[src/rtl/apb_master_bridge.sv]
// Single-outstanding APB master. It turns a valid/ready command stream into APB
// SETUP/ACCESS transfers and returns read data and error status on a response channel.
module apb_master_bridge #(
  parameter int ADDR_WIDTH     = 4,
  parameter int DATA_WIDTH     = 16,
  parameter int TIMEOUT_CYCLES = 16
) (
  input  logic                  PCLK,
  input  logic                  PRESETn,
  input  logic                  cmd_valid,
  output logic                  cmd_ready,
  input  logic                  cmd_write,
  input  logic [ADDR_WIDTH-1:0] cmd_addr,
  input  logic [DATA_WIDTH-1:0] cmd_wdata,
  output logic                  rsp_valid,
  input  logic                  rsp_ready,
  output logic [DATA_WIDTH-1:0] rsp_rdata,
  output logic                  rsp_err,
  output logic                  rsp_timeout,
  output logic [ADDR_WIDTH-1:0] PADDR,
  output logic                  PSELx,
  output logic                  PENABLE,
  output logic                  PWRITE,
  output logic [DATA_WIDTH-1:0] PWDATA,
  input  logic                  PREADY,
  input  logic [DATA_WIDTH-1:0] PRDATA,
  input  logic                  PSLVERR
);

  // Handshakes: a command transfers on an edge where cmd_valid && cmd_ready, and a
  // response on an edge where rsp_valid && rsp_ready. A valid stays high and its
  // payload stays stable until it has transferred.

  localparam int CW = (TIMEOUT_CYCLES > 0) ? $clog2(TIMEOUT_CYCLES + 1) : 1;
  localparam bit TO_EN = (TIMEOUT_CYCLES > 0);
  localparam logic [CW-1:0] WAIT_LAST = CW'((TIMEOUT_CYCLES > 0) ? TIMEOUT_CYCLES - 1 : 0);
  localparam logic [CW-1:0] WAIT_MAX  = '1;

  typedef enum logic [1:0] {
    S_IDLE   = 2'd0,
    S_SETUP  = 2'd1,
    S_ACCESS = 2'd2,
    S_RESP   = 2'd3
  } state_t;

  state_t        state;
  logic [CW-1:0] wait_cnt;
  logic          timeout_hit;

  // wait_cnt holds the number of earlier wait cycles, so it equals TIMEOUT_CYCLES-1
  // during the TIMEOUT_CYCLES-th consecutive wait cycle.
  assign timeout_hit = TO_EN && (wait_cnt == WAIT_LAST);
  assign cmd_ready   = (state == S_IDLE);

  always_ff @(posedge PCLK or negedge PRESETn) begin
    if (!PRESETn) begin
      state       <= S_IDLE;
      wait_cnt    <= '0;
      PADDR       <= '0;
      PWRITE      <= 1'b0;
      PWDATA      <= '0;
      PSELx       <= 1'b0;
      PENABLE     <= 1'b0;
      rsp_valid   <= 1'b0;
      rsp_rdata   <= '0;
      rsp_err     <= 1'b0;
      rsp_timeout <= 1'b0;
    end else begin
      case (state)
        S_IDLE: begin
          if (cmd_valid) begin
            PADDR    <= cmd_addr;
            PWRITE   <= cmd_write;
            PWDATA   <= cmd_wdata;
            PSELx    <= 1'b1;
            PENABLE  <= 1'b0;
            wait_cnt <= '0;
            state    <= S_SETUP;
          end
        end
        S_SETUP: begin
          PENABLE <= 1'b1;
          state   <= S_ACCESS;
        end
        S_ACCESS: begin
          // PREADY takes priority over a timeout that would fire on the same edge.
          if (PREADY) begin
            rsp_rdata   <= PWRITE ? '0 : PRDATA;
            rsp_err     <= PSLVERR;
            rsp_timeout <= 1'b0;
            rsp_valid   <= 1'b1;
            PSELx       <= 1'b0;
            PENABLE     <= 1'b0;
            state       <= S_RESP;
          end else if (timeout_hit) begin
            rsp_rdata   <= '0;
            rsp_err     <= 1'b1;
            rsp_timeout <= 1'b1;
            rsp_valid   <= 1'b1;
            PSELx       <= 1'b0;
            PENABLE     <= 1'b0;
            state       <= S_RESP;
          end else if (wait_cnt != WAIT_MAX) begin
            wait_cnt <= wait_cnt + 1'b1;
          end
        end
        S_RESP: begin
          if (rsp_ready) begin
            rsp_valid <= 1'b0;
            state     <= S_IDLE;
          end
        end
        default: state <= S_IDLE;
      endcase
    end
  end

endmodule

[config.mk]
export PLATFORM = sky130hd
export DESIGN_NAME = apb_master_bridge
export DESIGN_NICKNAME = d
export VERILOG_FILES = /design/src/rtl/apb_master_bridge.sv
export SDC_FILE = /design/constraint.sdc
export NUM_CORES = 1
export LEC_CHECK = 0
export ABC_CLOCK_PERIOD_IN_PS = 2750
export CAP_MARGIN = 15
export CORE_MARGIN = 3
export CORE_UTILIZATION = 60
export CTS_BUF_LIST = sky130_fd_sc_hd__clkbuf_4 sky130_fd_sc_hd__clkbuf_8
export DETAILED_ROUTE_END_ITERATION = 16
export DONT_BUFFER_PORTS = 1
export GPL_ROUTABILITY_DRIVEN = 1
export PLACE_DENSITY = 0.76
export SLEW_MARGIN = 20
export SYNTH_ARGS = -nofsm -noshare
export SYNTH_HDL_FRONTEND = slang
export SYNTH_SLANG_ARGS = --single-unit
[constraint.sdc]
create_clock -name PCLK -period 2.75 [get_ports PCLK]
set_clock_uncertainty 0.15 [all_clocks]
set_input_delay 0.55 -clock PCLK [delete_from_list [all_inputs] [get_ports PCLK]]
set_output_delay 0.55 -clock PCLK [all_outputs]
set_load 0.05 [all_outputs]
==> flow_summary.yaml, run 1 <==
routing:
  vias: 1306
  wirelength_microns: 4060
  via_per_inst: 6.249
  dr.pass1.iters: 4
  avgRoutedWirePerCell_microns: 19.43
  drtAntennaViolNets: 0
  first_iter_violations: 71
  drc: 0
global_routing:
  grt_max_degree: 50
  grt_pass1_wl_microns: 6230
  grt_pass1_vias: 1275
  antenna_found_initial: 0
  grt_usage_pct: 19.69
  grt_remaining_overflow: 0
die:
  dieHeight_microns: 64.93
  coreArea_sq_mm: 0.003178
  ioPinCount: 86
  start_util_pct: 65.55
  die_w_microns: 64.93
  rows: 20
  die_area_sq_mm: 0.004215
cts:
  post-cts-setup-buffer-count: 0
  ctsRootBufferMaster: "clkbuf_4"
  hold_buffers: 2
  h-tree-depth: 2
  worstSkewPairLatency_ns: 0.36
  clk_path_buf_depth: 2
  cts_resized: 0
  numCtsBuffers: 5
  cts_sinks: 49
  cts_tree: "done"
  path_clk_slew_ns: 0.14
synthesis:
  synth_top_family_by_area: "compound AO/OA/AOI/OAI gates"
  synth_top_area_cell: "dfrtp_1"
  yosys.area_share.simple_pct: 5.766
  synth-compound-area-share_pct: 13.75
  synthesis.nets: 210
  ys_seq_area_share_pct: 58.86
  synthCells: 159
  yosys.area_share.adder_pct: 4.805
  synth_edf_count: 0
  netlist_area_sq_mm: 0.002083
  synth_xor_area_share_pct: 0
  synthFlopType: "dfrtp_1"
  synth_top_area_share_pct: 58.86
  synth_area_leaders: "dfrtp_1, mux2_2, a22o_1"
  syn_area_per_cell_sq_um: 13.10
  synthMuxAreaShare_pct: 13.39
  synthArstFlopShare_pct: 100.0
  ys_seq_elements: 49
  ys_types: 30
  ys_warn_count: 0
critical_path:
  crit_chain: "ha_1 > and3_1 > ha_1 > nor2_1 > a221oi_1 > mux2_2"
  crit_fanout: 8
  path_class: "register to register"
  cp_num_buf_inv: 0
  cp_data_required_time_ns: 2.87
  cpLargestDelayFamily: "adder cells"
  cp_common_cell: "ha_1"
  rr_startpoint: "wait_cnt[0]$_DFFE_PN0P_"
  max_stage_delay_ns: 0.43
  cp.arrival_ns: 2.39
  r2r_setup_slack_ns: 0.48
  r2r_cells: 6
  cp-end-kind: "register"
  worstReg2RegEnd: "state[1]$_DFFE_PN0P_"
  slowest_stage: "dfrtp_1"
  startpoint_type: "register"
cells_and_area:
  layout-drive-gt1-share_pct: 22.42
  area_growth_pct: 7.988
  utilization_pct: 70.79
  nNetsFinal: 215
  seq_area_sq_mm: 0.001226
  multiInputGateArea_sq_um: 785.8
  n_antenna_cell: 0
  n_fill_cell: 237
  design_area_sq_mm: 0.002250
placement:
  hpwl_microns: 2940
  dpl_cell_area_sq_mm: 0.002123
  gp_congestion: 0.7515
  port_buffers: 0
timing:
  worstMarginPinSlew_ns: 0.6212
  fmax_ghz: 0.4399
  finalSetupTns_ns: 0
  slew_viol_final: 0
  layout_min_cycle_time_ns: 2.273
  setup-violations-final: 0
  final.period_utilization_pct: 82.66
  hold_viol_final: 0
  slew_headroom_pct: 58.58
  rsz0062_at_grt: "no"
status:
  outcome: "completed"
min_path:
  hp-start: "PREADY"
  worstHoldPathCells: 1
  holdCritPathClass: "input port to register"
  hold_end: "rsp_timeout$_DFFE_PN0P_"
flow_run:
  drv_cap: 0
## cells in the mapped netlist, types with 2 or more instances
master and count:
a21oi_1 5, a22o_1 16, buf_2 6, dfrtp_1 49
ha_1 8, inv_1 7, mux2_2 23, mux2i_1 2
nand2_1 10, nand3_1 3, nor2_1 4, nor3_1 2
o211ai_1 2, o21ai_0 4, o311ai_0 2, o311ai_1 2
## how the worst max path moves through the flow
stage | startpoint | to | slack (ns) | cells after the start
floorplan | state[0]$_DFFE_PN0P_ | state[1]$_DFFE_PN0P_ | 0.64 | 5
global placement | wait_cnt[0]$_DFFE_PN0P_ | state[1]$_DFFE_PN0P_ | 0.60 | 6
detailed placement | wait_cnt[0]$_DFFE_PN0P_ | state[1]$_DFFE_PN0P_ | 0.51 | 6
CTS | wait_cnt[0]$_DFFE_PN0P_ | state[1]$_DFFE_PN0P_ | 0.48 | 6
global route | wait_cnt[0]$_DFFE_PN0P_ | state[1]$_DFFE_PN0P_ | 0.36 | 6
finish | wait_cnt[0]$_DFFE_PN0P_ | state[1]$_DFFE_PN0P_ | 0.48 | 6
## layout by cell type, fill, tap and decap left out, types with 3 or more instances in the layout
cell,count
ha_1,8
nand2_1,10
dfrtp_1,49
buf_4,4
nor2_1,4
inv_1,7
o21ai_0,4
clkbuf_4,5
a21oi_1,5
nand3_1,3
a22o_1,16
mux2_2,23
## metrics by stage
step	cells	hold WS [ns]	worst slack (ns)
after detailed placement	199	0.1055	0.5106
after floorplan	159	0.1044	0.6432
after CTS	209	0.09219	0.4800
after global placement	199	0.1054	0.6036
final	209	0.1092	0.4767
after global routing	209	0.08069	0.3601
## cells by family (layout without fill, tap and decap cells)
group / Yosys count / after routing
flops: 49 / 49
compound gates: 37 / 37
mux: 25 / 25
simple gates: 25 / 25
buf+inv: 15 / 21
fa+ha+maj: 8 / 8
## registers in the layout, summed over array words and instances, names as in the netlist
name / flops
PWDATA: 16
PSELx: 1
rsp_rdata: 16
state: 2
rsp_timeout: 1
PWRITE: 1
PENABLE: 1
PADDR: 4
rsp_valid: 1
rsp_err: 1
wait_cnt: 5
## cell type report
| cell class | instances | area share [%] |
|---|---|---|
| Sequential cell | 49 | 54.51 |
| Multi-Input combinational cell | 95 | 34.93 |
| Timing Repair Buffer | 6 | 3.003 |
| Tap cell | 44 | 2.447 |
| Clock buffer | 6 | 2.280 |
| Clock inverter | 2 | 1.669 |
| Inverter | 7 | 1.168 |
## layer usage
metal	track usage, %	up-vias	part of all wire [%]
met4	6.860	0	1.2
met5	0	-	0
met1	21.98	652	38
met2	33.33	60	50
met3	8.666	7	11
li1	-	587	-
Power of run 1 is left out: the tool's default activity adds up to more than one toggle a clock period on the data nets, which glitch-free logic cannot reach.
==> run 2: changes to the inputs <==
ABC_CLOCK_PERIOD_IN_PS = 2350   (was 2750)
clock period = 2.35 ns   (was 2.75 ns; I/O delays follow)
==> flow_summary.yaml, run 2 (synthesized netlist as in run 1, its figures left out) <==
timing:
  worstMarginPinSlew_ns: 0.5134
  finalSetupTns_ns: 0
  hold_viol_final: 0
  setup_ws_ns: 0.1786
  setup-violations-final: 0
  rsz0062_at_grt: "no"
  fmax_ghz: 0.4605
  slew_headroom_pct: 65.78
  layout_min_cycle_time_ns: 2.171
  slew_viol_final: 0
  final.period_utilization_pct: 92.40
routing:
  dr.pass1.iters: 4
  first_iter_violations: 81
  drtAntennaViolNets: 0
  vias: 1313
  wirelength_microns: 4180
  avgRoutedWirePerCell_microns: 19.90
  via_per_inst: 6.252
  drc: 0
cells_and_area:
  n_antenna_cell: 0
  n_fill_cell: 230
  layout-drive-gt1-share_pct: 24.10
  top_regs: "PWDATA (16), rsp_rdata (16), wait_cnt (5)"
  final_cell_mix: "dfrtp_1, mux2_2, a22o_1, nand2_1"
  area_growth_pct: 8.769
  fin_cells: 210
  utilization_pct: 71.30
  final_common_cell: "dfrtp_1"
  nNetsFinal: 216
cts:
  cts_sinks: 49
  worstSkewPairLatency_ns: 0.36
  clk_path_buf_depth: 2
  ctsRootBufferMaster: "clkbuf_4"
  h-tree-depth: 2
  numCtsBuffers: 5
  cts_tree: "done"
  path_clk_slew_ns: 0.12
die:
  coreArea_sq_mm: 0.003178
  rows: 20
  ioPinCount: 86
  die_w_microns: 64.93
  start_util_pct: 65.55
  dieHeight_microns: 64.93
  die_area_sq_mm: 0.004215
status:
  outcome: "completed"
global_routing:
  grt_pass1_wl_microns: 6258
  grt_remaining_overflow: 0
  grt_usage_pct: 19.99
  antenna_found_initial: 0
  grt_max_degree: 50
  grt_pass1_vias: 1324
critical_path:
  startpoint_type: "register"
  cp.arrival_ns: 2.28
  path_class: "register to register"
  crit_fanout: 8
  r2r_cells: 6
  cp_data_required_time_ns: 2.46
  cp-end-kind: "register"
placement:
  hpwl_microns: 3021
  gp_congestion: 0.7543
  dp_slack_ns: 0.05647
  port_buffers: 0
  placed_cells_incl_taps: 200
min_path:
  worstHoldPathCells: 1
  holdCritPathClass: "input port to register"
flow_run:
  drv_cap: 0
[run 2: changes by cell type in the layout (fill, tap and decap cells not counted)]
cell	delta
a221oi_1	-1
clkinvlp_4	-1
a221oi_2	+1
buf_4	+1
ha_1	-1
clkbuf_4	+1
ha_2	+1
[run 2: metal layers]
metal  vias up  part of all wire (%)  GRT usage, %
met2        64                    50         34.23
met1       649                    38         22.81
li1        592                     -             -
met3         8                    11         7.626
met4         0                   1.3         6.860
met5         -                     0             0
[run 2: timing repair]
action,CTS,global route
hold buffers,2,0
setup buffers,0,0
hold endpoints to repair,49,0
resized for setup,0,2
setup endpoints to repair,0,1
[run 2: critical path, stage by stage, from the launching register on]
cell,delay [ns]
dfrtp_1,0.44
ha_1,0.21
and3_1,0.20
ha_2,0.27
nor2_1,0.10
a221oi_2,0.33
mux2_2,0.37
[run 2: through the flow]
step	area (sq um)	hold slack, ns
floorplan	2083	0.02441
global placement	2131	0.02540
detailed placement	2131	0.02560
CTS	2257	0.006028
global route	2266	0.001612
finish	2266	0.02906
[run 2: layout make-up]
type | instances | area [sq um] | share of cell area, %
clock buffers | 7 | 58.81 | 2.595
clock inverters | 1 | 30.03 | 1.325
inverters | 7 | 26.28 | 1.160
multi-input cells | 95 | 794.5 | 35.06
flip-flops and latches | 49 | 1226 | 54.11
well taps | 44 | 55.05 | 2.430
repair buffers | 7 | 75.07 | 3.313
[run 2: path summary, 6_finish.rpt]
path,to,slack [ns],from
max,state[1]$_DFFE_PN0P_,0.18,wait_cnt[0]$_DFFE_PN0P_
min,rsp_timeout$_DFFE_PN0P_,0.03,PREADY
max reg2reg,state[1]$_DFFE_PN0P_,0.18,wait_cnt[0]$_DFFE_PN0P_
min reg2reg,wait_cnt[3]$_DFFE_PN0P_,0.42,wait_cnt[3]$_DFFE_PN0P_
max in group asynchronous,PADDR[0]$_DFFE_PN0P_,1.34,PRESETn
min in group asynchronous,wait_cnt[1]$_DFFE_PN0P_,0.50,PRESETn
Power of run 2 is left out for the same reason.
==> run 3: changes to the inputs <==
CTS_CLUSTER_DIAMETER = 150   (was not set)
SLEW_MARGIN = not set   (was 20)
==> results of run 3 <==
No change in the layout: final DEF, timing and power equal those of run 2.
Power of run 3 is left out for the same reason.
==> variant, RTL diff (flow settings as in run 2) <==
Encoding of `state_t`: now one-hot (4 bits for 4 states).
--- a/src/rtl/apb_master_bridge.sv
+++ b/src/rtl/apb_master_bridge.sv
@@ -37,9 +37,9 @@
   localparam logic [CW-1:0] WAIT_MAX  = '1;
 
-  typedef enum logic [1:0] {
-    S_IDLE   = 2'd0,
-    S_SETUP  = 2'd1,
-    S_ACCESS = 2'd2,
-    S_RESP   = 2'd3
+  typedef enum logic [3:0] {
+    S_IDLE   = 4'b0001,
+    S_SETUP  = 4'b0010,
+    S_ACCESS = 4'b0100,
+    S_RESP   = 4'b1000
   } state_t;
 
Formal check against the unedited RTL: no difference found for any inputs over 10 cycles, from zero or initial values and one cycle with PRESETn low; not proved beyond that.
==> variant against run 2 <==
Area after synthesis up 0.84%. Routed wire length fell by 7.3%. Critical endpoint is now cmd_ready. Core utilization shrank 2.0 points. Sequential cell count grew 2. Setup slack got worse by 0.097 ns. Critical path type is now flip-flop to output pin. Cell area shrank 2.0%. Final cell count shrank 4.3%.
==> variant: results (changes against run 2) <==
stage;metric;value;unit;change
yosys;Post-synth EDFFs;0;;unchanged
setup_path;Worst R2R Path Depth;7;;was 6
yosys;sequential share of the synthesized area;60.81;%;was 58.86%
layout;Signal inverters;3;;was 7
layout;Non-Clock Buffer Area Fraction;2.704;%;was 3.313%
setup_path;slowest CP cell;dfrtp_1;;unchanged
clock_tree;CTS Buf Count;5;;unchanged
yosys;Synth top cells by count;dfrtp_1 (50), mux2_2 (21), a22o_1 (18);;was dfrtp_1 (49), mux2_2 (23), a22o_1 (16)
route;Detailed Routing Iterations Pass 1;3;;was 4
layout;multi-input gates;91;;was 95
setup_path;R2R setup slack;0.30;ns;was 0.18 ns
route;Routed met2 length;2.025;mm;was 2.084 mm
global_route;M2 GR Usage;34.01;%;was 34.23%
layout;Final nets;203;;was 216
route;met3 WL;346;um;was 444 um
layout;sequential share of cell area;57.52;%;was 54.11%
place;Inst Count DP;192;;was 200
global_route;grt met1 use;22.01;%;was 22.81%
route;Initial DRC Count;77;;was 81
place;placed instance area;2123;um2;was 2131 um2
layout;clkbuf count;6;;was 7
layout;Repair and plain buffers;5;;was 7
layout;FFs & Latches;51;;was 49
sta;fin crit period;2.268;ns;was 2.171 ns
setup_path;reg2reg end;wait_cnt[0];;was state[1]
layout;layout cells sized above 1;22.93;%;was 24.10%
layout;Area Overhead vs Synth;5.718;%;was 8.769%
yosys;Netlist cell types;36;;was 30
route;met1 WL;1.470;mm;was 1.595 mm
global_route;first-pass GRT wire length;6.327;mm;was 6.258 mm
place;Detail Placement HPWL;2.833;mm;was 3.021 mm
setup_path;Worst R2R Start;wait_cnt[0];;unchanged
route;vias per cell;6.114;;was 6.252
setup_path;crit-path max FO;9;;was 8
global_route;met3 usage;6.667;%;was 7.626%
layout;final-layout fill cell count;250;;was 230
yosys;Post-Syn Area per Cell;13.64;um2;was 13.10 um2
layout;multi-input logic portion of the cell area;34.08;%;was 35.06%
sta;Hold WS;0.03261;ns;was 0.02906 ns
route;vias after detailed routing;1229;;was 1313
place;Place WS;0.3299;ns;was 0.05647 ns
sta;Least-Margin Pin Slew;0.5931;ns;was 0.5134 ns
setup_path;CP Data Arrival Time;1.65;ns;was 2.28 ns
place;gpl congestion;0.9049;;was 0.7543
global_route;pin count of the biggest net entering global routing;52;;was 50
yosys;top cells by area, synth;dfrtp_1 (60%), mux2_2 (11%), a22o_1 (7.5%);;was dfrtp_1 (59%), mux2_2 (12%), a22o_1 (6.7%)
setup_path;Crit path largest cell delay;0.55;ns;was 0.44 ns
global_route;GRT Total Usage;19.72;%;was 19.99%
setup_path;family with the most delay on the worst path;simple AND/OR/NAND/NOR gates;;was adder cells
status;status;complete, no violations;;unchanged
global_route;vias in the first global route;1416;;was 1324
layout;clock tree cell share of total cell area;2.704;%;was 3.920%
[variant: cell families (layout without fill, tap and decap cells)]
group / Yosys count / in the layout / synth area share, %
DFF: 51 / 51 / 60.81
and+or+nand+nor: 33 / 33 / 10.19
AOI/OAI and AO/OA: 30 / 30 / 10.96
muxes: 23 / 23 / 12.27
buffers and inverters: 12 / 15 / 3.156
adders and majority gates: 3 / 3 / 1.787
xor gates and xnor gates: 2 / 2 / 0.8340
[variant: worst max-delay path by stage]
stage	from	end	depth (start not counted)
2_1_floorplan	wait_cnt[0]	wait_cnt[0]	7
3_3_place_gp	wait_cnt[0]	wait_cnt[0]	7
3_5_place_dp	wait_cnt[0]	wait_cnt[0]	7
4_1_cts	state[1]	cmd_ready	2
5_1_grt	state[2]	cmd_ready	2
6_report	state[1]	cmd_ready	2
[variant: power by group through the flow]
stage,logic (uW),registers (uW),clock network (uW)
after floorplan,597,2420,0
after global placement,564,2540,0
after detailed placement,606,2550,0
after CTS,627,2530,414
after global routing,682,2580,448
final,614,2530,396
